[src/rtl/qracc_sram_bank_router.sv]
// -----------------------------------------------------------------------------
// qracc_sram_bank_router
//
// Routes one upstream SRAM request stream onto NUM_BANKS downstream banks and
// returns read data to the upstream side in issue order.
//
//   * Row address and write data are shared by all banks. The bank is selected
//     by the MSBs of up_addr_i.
//   * Unicast writes go straight to the target bank.
//   * Broadcast writes go to every bank. A pending mask records which banks
//     have not yet taken the write, so the banks may accept in different cycles.
//   * Reads push the target bank index into a tag FIFO. Each bank holds at most
//     one read in flight. A one-entry hold register per bank parks data that
//     comes back out of order until that bank reaches the FIFO head.
//
// Ports
//   clk, nrst                 clock, asynchronous active-low reset
//   clear_i                   synchronous flush of all read tracking and err_o
//   up_rq_*/up_addr_i/...     upstream request channel (valid/ready)
//   up_rd_valid_o/_data_o     upstream read return (1-cycle pulse)
//   bk_rq_valid_o/_wr_o       per-bank request valid and write flag
//   bk_rq_ready_i             per-bank request ready
//   bk_addr_o/bk_wr_data_o    shared row address and write data
//   bk_rd_valid_i/_data_i     per-bank read return; bank b in slice b*NUM_COLS
//   outstanding_o             number of reads in flight (tag FIFO occupancy)
//   err_o                     sticky: a bank returned data it was not asked for
// -----------------------------------------------------------------------------
module qracc_sram_bank_router #(
    parameter int  NUM_BANKS       = 4,
    parameter int  NUM_ROWS        = 128,
    parameter int  NUM_COLS        = 32,
    parameter int  MAX_OUTSTANDING = 4,
    localparam int BW              = $clog2(NUM_BANKS),
    localparam int RW              = $clog2(NUM_ROWS),
    localparam int OW              = $clog2(MAX_OUTSTANDING) + 1
) (
    input  logic                          clk,
    input  logic                          nrst,
    input  logic                          clear_i,
    input  logic                          up_rq_valid_i,
    input  logic                          up_rq_wr_i,
    input  logic                          up_bcast_i,
    input  logic [BW+RW-1:0]              up_addr_i,
    input  logic [NUM_COLS-1:0]           up_wr_data_i,
    output logic                          up_rq_ready_o,
    output logic                          up_rd_valid_o,
    output logic [NUM_COLS-1:0]           up_rd_data_o,
    output logic [NUM_BANKS-1:0]          bk_rq_valid_o,
    output logic [NUM_BANKS-1:0]          bk_rq_wr_o,
    input  logic [NUM_BANKS-1:0]          bk_rq_ready_i,
    output logic [RW-1:0]                 bk_addr_o,
    output logic [NUM_COLS-1:0]           bk_wr_data_o,
    input  logic [NUM_BANKS-1:0]          bk_rd_valid_i,
    input  logic [NUM_BANKS*NUM_COLS-1:0] bk_rd_data_i,
    output logic [OW-1:0]                 outstanding_o,
    output logic                          err_o
);

    localparam int PW = (MAX_OUTSTANDING > 1) ? $clog2(MAX_OUTSTANDING) : 1;

    typedef enum logic {
        IDLE  = 1'b0,
        BCAST = 1'b1
    } state_t;

    state_t                state_q, state_d;
    logic [NUM_BANKS-1:0]  pending_q, pending_d;
    logic [NUM_BANKS-1:0]  busy_q;
    logic [NUM_BANKS-1:0]  hold_v_q;
    logic [NUM_COLS-1:0]   hold_d_q [NUM_BANKS];
    logic [BW-1:0]         tag_q    [MAX_OUTSTANDING];
    logic [PW-1:0]         wr_ptr_q, rd_ptr_q;
    logic [OW-1:0]         count_q;
    // Set by clear_i. While set, a return from an idle bank is taken to be the
    // late answer to a discarded read and does not raise err_o.
    logic                  flushed_q;

    logic [BW-1:0]         target;
    logic                  is_bcast;
    logic                  fifo_full;
    logic                  fifo_empty;
    logic                  rd_ok;
    logic                  rd_accept;
    logic                  up_accept;
    logic [NUM_COLS-1:0]   rd_data [NUM_BANKS];
    logic [BW-1:0]         head;
    logic                  head_hit;
    logic                  head_from_hold;
    logic [NUM_COLS-1:0]   head_data;
    logic [NUM_BANKS-1:0]  head_oh, target_oh;
    logic [NUM_BANKS-1:0]  ret_ok, unsolicited, capture;

    function automatic logic [PW-1:0] ptr_inc(input logic [PW-1:0] p);
        return (p == PW'(MAX_OUTSTANDING - 1)) ? '0 : p + PW'(1);
    endfunction

    // ---------------------------------------------------------------- routing
    assign target        = up_addr_i[BW+RW-1:RW];
    assign bk_addr_o     = up_addr_i[RW-1:0];
    assign bk_wr_data_o  = up_wr_data_i;
    assign outstanding_o = count_q;

    // A broadcast flag on a read is ignored, so the request is routed as a unicast read.
    assign is_bcast   = up_rq_wr_i & up_bcast_i;
    assign fifo_full  = (count_q == OW'(MAX_OUTSTANDING));
    assign fifo_empty = (count_q == '0);
    // A bank whose returned data is still parked in its hold register counts
    // as busy. Otherwise a second return from that bank could overwrite data
    // that has not yet gone upstream.
    assign rd_ok      = !fifo_full && !busy_q[target] && !hold_v_q[target];

    // Request side and broadcast FSM. Downstream valids come only from
    // upstream valid and local state, never from a bank ready.
    always_comb begin
        // NOTE: every output of this block gets a default first, so no path can leave a latch behind.
        bk_rq_valid_o = '0;
        bk_rq_wr_o    = '0;
        up_rq_ready_o = 1'b0;
        state_d       = state_q;
        pending_d     = pending_q;

        if (is_bcast) begin
            bk_rq_valid_o = {NUM_BANKS{up_rq_valid_i}} & pending_q;
            bk_rq_wr_o    = pending_q;
            // Complete once every bank still owing the write is ready this cycle.
            up_rq_ready_o = up_rq_valid_i && ((pending_q & ~bk_rq_ready_i) == '0);
            if (up_rq_valid_i) begin
                if ((pending_q & ~bk_rq_ready_i) == '0) begin
                    state_d   = IDLE;
                    pending_d = '1;
                end else if ((pending_q & bk_rq_ready_i) != '0) begin
                    state_d   = BCAST;
                    pending_d = pending_q & ~bk_rq_ready_i;
                end
            end
        end else if (up_rq_wr_i) begin
            bk_rq_valid_o[target] = up_rq_valid_i;
            bk_rq_wr_o[target]    = 1'b1;
            up_rq_ready_o         = up_rq_valid_i & bk_rq_ready_i[target];
        end else begin
            bk_rq_valid_o[target] = up_rq_valid_i & rd_ok;
            up_rq_ready_o         = up_rq_valid_i & rd_ok & bk_rq_ready_i[target];
        end
    end

    assign up_accept = up_rq_valid_i & up_rq_ready_o;
    assign rd_accept = up_accept & ~up_rq_wr_i;

    // ----------------------------------------------------------- return side
    always_comb begin
        for (int b = 0; b < NUM_BANKS; b++) begin
            rd_data[b] = bk_rd_data_i[b*NUM_COLS +: NUM_COLS];
        end
    end

    assign head           = tag_q[rd_ptr_q];
    assign head_from_hold = !fifo_empty && hold_v_q[head];
    assign head_hit       = !fifo_empty &&
                            (hold_v_q[head] || (bk_rd_valid_i[head] && busy_q[head]));
    assign head_data      = hold_v_q[head] ? hold_d_q[head] : rd_data[head];

    always_comb begin
        head_oh           = '0;
        head_oh[head]     = 1'b1;
        target_oh         = '0;
        target_oh[target] = 1'b1;
    end

    assign ret_ok      = bk_rd_valid_i & busy_q;
    assign unsolicited = bk_rd_valid_i & ~busy_q;
    // A return from the head bank goes straight upstream. Every other expected
    // return is parked in that bank's hold register.
    assign capture     = ret_ok & ~({NUM_BANKS{head_hit & ~head_from_hold}} & head_oh);

    // NOTE: sequential state updates use non-blocking assignment only, so every flop samples pre-edge values.
    always_ff @(posedge clk or negedge nrst) begin
        if (!nrst) begin
            state_q       <= IDLE;
            pending_q     <= '1;
            busy_q        <= '0;
            hold_v_q      <= '0;
            wr_ptr_q      <= '0;
            rd_ptr_q      <= '0;
            count_q       <= '0;
            up_rd_valid_o <= 1'b0;
            up_rd_data_o  <= '0;
            err_o         <= 1'b0;
            flushed_q     <= 1'b0;
        end else if (clear_i) begin
            state_q       <= IDLE;
            pending_q     <= '1;
            busy_q        <= '0;
            hold_v_q      <= '0;
            wr_ptr_q      <= '0;
            rd_ptr_q      <= '0;
            count_q       <= '0;
            up_rd_valid_o <= 1'b0;
            err_o         <= 1'b0;
            flushed_q     <= 1'b1;
        end else begin
            state_q       <= state_d;
            pending_q     <= pending_d;
            busy_q        <= (busy_q & ~bk_rd_valid_i) | (rd_accept ? target_oh : '0);
            hold_v_q      <= (hold_v_q | capture) & ~(head_from_hold ? head_oh : '0);
            up_rd_valid_o <= head_hit;
            if (head_hit) begin
                up_rd_data_o <= head_data;
                rd_ptr_q     <= ptr_inc(rd_ptr_q);
            end
            if (rd_accept) begin
                wr_ptr_q <= ptr_inc(wr_ptr_q);
            end
            count_q <= count_q + OW'(rd_accept) - OW'(head_hit);
            if ((unsolicited != '0) && !flushed_q) begin
                err_o <= 1'b1;
            end
            if (up_accept) begin
                flushed_q <= 1'b0;
            end
        end
    end

    // NOTE: storage arrays are not reset. Their contents are only read while count_q or hold_v_q, which are reset, marks them valid.
    always_ff @(posedge clk) begin
        if (rd_accept) begin
            tag_q[wr_ptr_q] <= target;
        end
        for (int b = 0; b < NUM_BANKS; b++) begin
            if (capture[b]) begin
                hold_d_q[b] <= rd_data[b];
            end
        end
    end

endmodule

[config.mk]
export PLATFORM = sky130hd
export DESIGN_NAME = qracc_sram_bank_router
export DESIGN_NICKNAME = d
export VERILOG_FILES = /design/src/rtl/qracc_sram_bank_router.sv
export SDC_FILE = /design/constraint.sdc
export NUM_CORES = 1
export LEC_CHECK = 0
export ABC_AREA = 1
export CORE_AREA = 3 3 135 169
export CTS_CLUSTER_DIAMETER = 30
export DETAILED_ROUTE_END_ITERATION = 8
export DIE_AREA = 0 0 138 172
export HOLD_SLACK_MARGIN = 0.03
export PLACE_DENSITY = 0.85
export REMOVE_ABC_BUFFERS = 1
export SYNTH_ARGS = -nofsm -noshare
export SYNTH_HDL_FRONTEND = slang
export SYNTH_SLANG_ARGS = --single-unit
[constraint.sdc]
create_clock -name clk -period 2.65 [get_ports clk]
set_input_delay 0.3975 -clock clk [delete_from_list [all_inputs] [get_ports clk]]
set_output_delay 0.3975 -clock clk [all_outputs]
set_load 0.02 [all_outputs]
### Word level (Yosys, flattened, before mapping)

Memory sizes are Yosys's and may differ from the RTL's.
Cells that the tools add are included.

* register bits after elaboration: 54
* latch bits: 0
* bits in writable memories: 136
* memory bits (read-only): 0
* output and inout bits: 85
* logic and storage cells: 138
* memories: 2

Memory list
* hold_d_q: words 4, width 32, read ports 1, clocked after Yosys merged registers in 0, write ports 4, line 70 `logic [NUM_COLS-1:0] hold_d_q [NUM_BANKS];`
* tag_q: words 4, width 2, read ports 1, clocked after Yosys merged registers in 0, write ports 1, line 71 `logic [BW-1:0] tag_q [MAX_OUTSTANDING];`

* add/sub/neg operators: 4
* multiply operators: 0
* div/mod/pow operators: 0
* order comparisons: 5
* equal/unequal tests: 3
* shifts and indexed selects: 0
* multiplexer cells: 57
* bitwise gates (word level): 29
* reductions and logical operators: 28

Operators by type and width (count)
* 32-bit 2-to-1 mux: 3
* 32-bit binary-select mux with 2-bit select: 1
* 4-bit 2-to-1 mux: 13
* 4-bit AND: 11
* 1-bit 2-to-1 mux: 25
* 4-bit inverter: 5
* 1-bit binary-select mux with 2-bit select: 6
* 2-bit 2-to-1 mux: 6
* 2-bit nonzero test: 6
* 1-bit logical AND: 9
* 4-bit bitwise OR: 2
* 4-bit nonzero test: 2
* 1-bit AND: 7
* 2-bit by 3-bit less-than comparator with 1-bit output (second input constant): 2
* 1-bit zero test: 5
* 2-bit by 1-bit adder with 2-bit output (second input constant): 2
* 1-bit demux with 2-bit select: 2
* 2-bit == test (second input constant): 2
* 2-bit by 1-bit >= comparator with 1-bit output (second input constant): 2
* 4-bit zero test: 1
* 3-bit by 1-bit adder with 3-bit output: 1
* 3-bit == test (second input constant): 1
* 3-bit >= comparator (second input constant): 1
* 3-bit zero test: 1
* 8 further kinds: 10

### Depth between registers and ports, before layout

Gate-level depths: netlist of run 1.

* word-level depth: 14
* depth in mapped cells: 22
* gate-level depth less buffers: 19

### Worst setup path before layout of run 1

No wires, ideal clock.

* path type: register to register
* from: register rd_ptr_q[0]
* to: register count_q[2], in the netlist outstanding_o[2]
* library setup time: 86 ps
* arrival time: 2680 ps
* data required time: 2564 ps
* setup slack: -116 ps
* cell stages (with the launch flop): 20
* buffers on the path: 3
* period minus slack after synthesis: 2766 ps
* cell sequence: dfrtp_1 -> buf_6 -> inv_4 -> nand2_2 -> nand3_2 -> nand2_2 -> buf_6 -> nand2_2 -> nor2_1 -> a21oi_4 -> nand3_2 -> nand2_4 -> buf_4 -> ha_1 -> inv_1 -> ha_1 -> inv_1 -> fa_1 -> and3_1 -> nor3_1

* longest elaborated chain between the ends: 8
* elaborated cells on any way between the ends: 12

RTL lines
* start: declaration: line 72 `logic [PW-1:0] wr_ptr_q, rd_ptr_q;`
* start signal: assignment: line 208 `rd_ptr_q <= ptr_inc(rd_ptr_q);`
* memory read 4 x 2 bit (*)
* 1-bit binary-select mux with 2-bit select: line 159 `(hold_v_q[head] || (bk_rd_valid_i[head] && busy_q[head]));`
* 1-bit 2-to-1 mux (not written as such): line 159
* 1-bit logical AND: line 159
* 1-bit logical OR (*): line 159
* 1-bit logical AND (*): line 158 `assign head_hit = !fifo_empty &&`
* 3-bit by 1-bit subtractor with 3-bit output (*): line 213 `count_q <= count_q + OW'(rd_accept) - OW'(head_hit);`
* 3-bit 2-to-1 mux (*): line 189 `end else if (clear_i) begin`
* end signal: assignment: line 213
* end: declaration: line 73 `logic [OW-1:0] count_q;`

Every way passes the cells marked *; elsewhere a longest branch is shown, timed or not. The select of a mux whose other input is x is not followed.
A chain may end at the register's enable or synchronous reset.

### Final worst setup path of run 1

Same ends and word-level chain as after synthesis.

==> impl_metrics.ini, run 1 <==
[placed_design]
dp_worst_setup_slack_ns = -0.4310
dp_hpwl_um = 19460
gp_congestion = 0.8948
dp.cells = 1462
dpl_cell_area_mm2 = 0.01152
io_buffers = 189

[critical_path]
crit_path_end_kind = flip-flop
crit_family = simple AND/OR/NAND/NOR gates
crit_fanout = 8
worstPathArrival_ns = 2.95
crit_chain = clkinv_4 -> nand2_2 -> nand3_2 -> nand2_4 -> buf_4 -> nand3_1 -> nand2_1 -> nor2_2 -> nor2_4 -> inv_2 -> nand2_4 -> ha_4 -> inv_2 -> ha_4 -> inv_2 -> fa_2 -> and3_4 -> nor3_2
worst-path-buf-inv = 5
crit_path_start_kind = flip-flop
max_stage_delay_ns = 0.47
critPathMostFrequentCell = inv_2
cpMaxStageDelayCell = dfrtp_2
critical_path_required_ns = 2.99
crit_type = reg2reg

[final_layout]
final_nets = 1399
diodes = 0
drive_gt1_share_pct = 11.30
final_cell_mix = 472 x nand2_1, 181 x clkdlybuf4s50_1, 136 x edfxtp_1, 67 x nand4_1, 52 x buf_4
area_growth_pct = 31.12
final_common_cell = nand2_1
fin_cells = 1500
post-route-util_pct = 56.82
postLayoutCellArea_mm2 = 0.01220

[sta]
grt_setup_unrepaired = yes
setup_tns_ns = 0
fin_ws_ns = 0.03772
report.final.setup_viol = 0
finalHoldViolCount = 0
finalCritPeriodShare_pct = 98.58
drv_slew = 0
maxSlewHeadroom_pct = 47.59
tightest_slew_ns = 0.7861
whs_ns = 0.1461
fmax_ghz = 0.3828
final.min_clock_period_ns = 2.612
final.setup_skew_ns = 0.007710

[synth]
synth.top_cell.area_share_pct = 43.89
synthCells = 1023
synth_top_area_cell = edfxtp_1
ys_seq_area_share_pct = 58.47
syn-cell-area_mm2 = 0.009304
ys.warnings.count = 0
synthTopCellsByArea = edfxtp_1 44%, nand2_1 19%, dfrtp_1 13%
async_reset_ff_share_pct = 28.42
synth_ff_type = edfxtp_1
synth.distinct_cells = 34
avgSynthCellArea_um2 = 9.095
synth_edf_count = 136
synth_seq_cells = 190

[routing]
via_per_inst = 5.414
vias = 8121
drc = 0
detail_route.wl_per_cell_um = 19.53
drtPass1Iterations = 7
ant_nets = 0
routed_wl_um = 29300
dr.first_iter.drc_count = 641

[floorplanning]
pin_count = 268
die_y_um = 172
rows = 60
chipWidth_um = 138
start_util_pct = 43.33
die_area_mm2 = 0.02374
core-area_mm2 = 0.02147

[clock_tree]
path_clk_slew_ns = 0.07
clkSinkCount = 190
htreeDepth = 4
root_buffer = clkbuf_16
cts_buffers = 17
insertion_delay_ns = 0.42
cts_buffer_depth = 2
cts_tree = built

[global_route]
antenna_found_initial = 1
grt_use_total_pct = 24.08
grt_max_degree = 67
grt_pass1_wl_um = 44530
grt_pass1_vias = 8387
gr-total-overflow = 0

[power]
total_power_mw = 9.708
p_seq_share_pct = 37.8
vdd_drop_max_mv = 0.4582
internal_power_mw = 6.166
combPwrFrac_pct = 39.0
switchingPower_mw = 3.542
leakage_nw = 5.035
p_clk_share_pct = 23.2
power.share.switching_pct = 36.48
powerDensity_mw_per_mm2 = 795.8

[hold_path]
hold_path_class = in2async

[outcome]
outcome = finished, final reports clean

[flow_run]
drv_cap = 0
## cell usage after synthesis (all sizes together), types with 2 or more instances
cell and number:
o22ai 9, clkbuf 9, dfstp 4, dfrtp 50
ha 7, inv 54, nand4 67, edfxtp 136
a21oi 12, or2 2, o31ai 4, nand2 487
nor2 23, nand3 57, buf 78, o21ai 17
## worst paths after layout
kind                                              from                          end  slack, ns  cells past startpoint
setup / recovery               rd_ptr_q[0]$_DFFE_PN0P_   outstanding_o[2]$_DFF_PN0_       0.04                     18
hold / removal                                    nrst      up_rd_valid_o$_DFF_PN0_       0.15                      2
setup reg to reg               rd_ptr_q[0]$_DFFE_PN0P_   outstanding_o[2]$_DFF_PN0_       0.04                     18
hold reg to reg            up_rd_data_o[4]$_DFFE_PN0P_  up_rd_data_o[4]$_DFFE_PN0P_       0.47                      2
max in group asynchronous                         nrst      rd_ptr_q[0]$_DFFE_PN0P_       1.95                      2
min in group clk                          up_addr_i[8]        tag_q[1][1]$_DFFE_PP_       0.43                      2
## worst register-to-register path, cell delays in order (launching register included)
cell      delay [ns]
dfrtp_2         0.47
clkinv_4        0.12
nand2_2         0.09
nand3_2         0.08
nand2_4         0.13
buf_4           0.14
nand3_1         0.10
nand2_1         0.11
nor2_2          0.05
nor2_4          0.09
inv_2           0.06
nand2_4         0.09
ha_4            0.20
inv_2           0.06
ha_4            0.12
inv_2           0.04
fa_2            0.36
and3_4          0.16
nor3_2          0.09
## power by group through the flow
stage,clock network [mW],registers [mW],logic (mW)
3_3_place_gp,0,3.72,3.54
6_report,2.25,3.67,3.78
3_5_place_dp,0,3.72,3.64
5_1_grt,2.41,3.69,4.15
2_1_floorplan,0,3.97,1.65
4_1_cts,2.29,3.67,3.65
## layout make-up
cell class	instances	area (um^2)
timing repair buffer	252	2470
clock inverter	12	71.32
multi-input combinational	693	3223
clock buffer	20	436.7
fill	1848	9271
sequential	190	5441
inverter	54	207.7
tap	279	349.1
## state kept, by name, indices dropped and copies added, names as in the netlist
signal,cells
hold_v_q,4
pending_q,4
flushed_q,1
busy_q,4
hold_d_q,128
up_rd_data_o,32
tag_q,8
outstanding_o,3
wr_ptr_q,2
err_o,1
up_rd_valid_o,1
rd_ptr_q,2
## logic make-up (layout without fill, tap and decap cells)
family          after synthesis  after routing  share of synthesized area (%)
buf+inv                     141            338                          8.244
compound gates               44             44                          2.770
flops                       190            190                          58.47
fa+ha+maj                     8              8                          1.157
simple gates                640            641                          29.36
## metal layers
layer / track usage (%) / wire length, um / vias to the layer above
met5: 1.417 / 63 / -
li1: - / - / 3730
met1: 28.16 / 11290 / 3854
met2: 41.99 / 14340 / 458
met3: 7.884 / 2776 / 75
met4: 8.122 / 828 / 4
## repair_timing
item,in CTS,in global routing
gates cloned,0,1
hold buffers,0,0
pin swaps,0,13
setup endpoints to repair,6,41
setup buffers,0,5
resized for setup,6,32
No activity file was read; power rests on OpenSTA's default activity.
==> run 2: changes to the inputs <==
CAP_MARGIN = 25   (was default)
==> results of run 2 <==
Same layout as run 1: the final DEF is identical, and so are final timing and power.
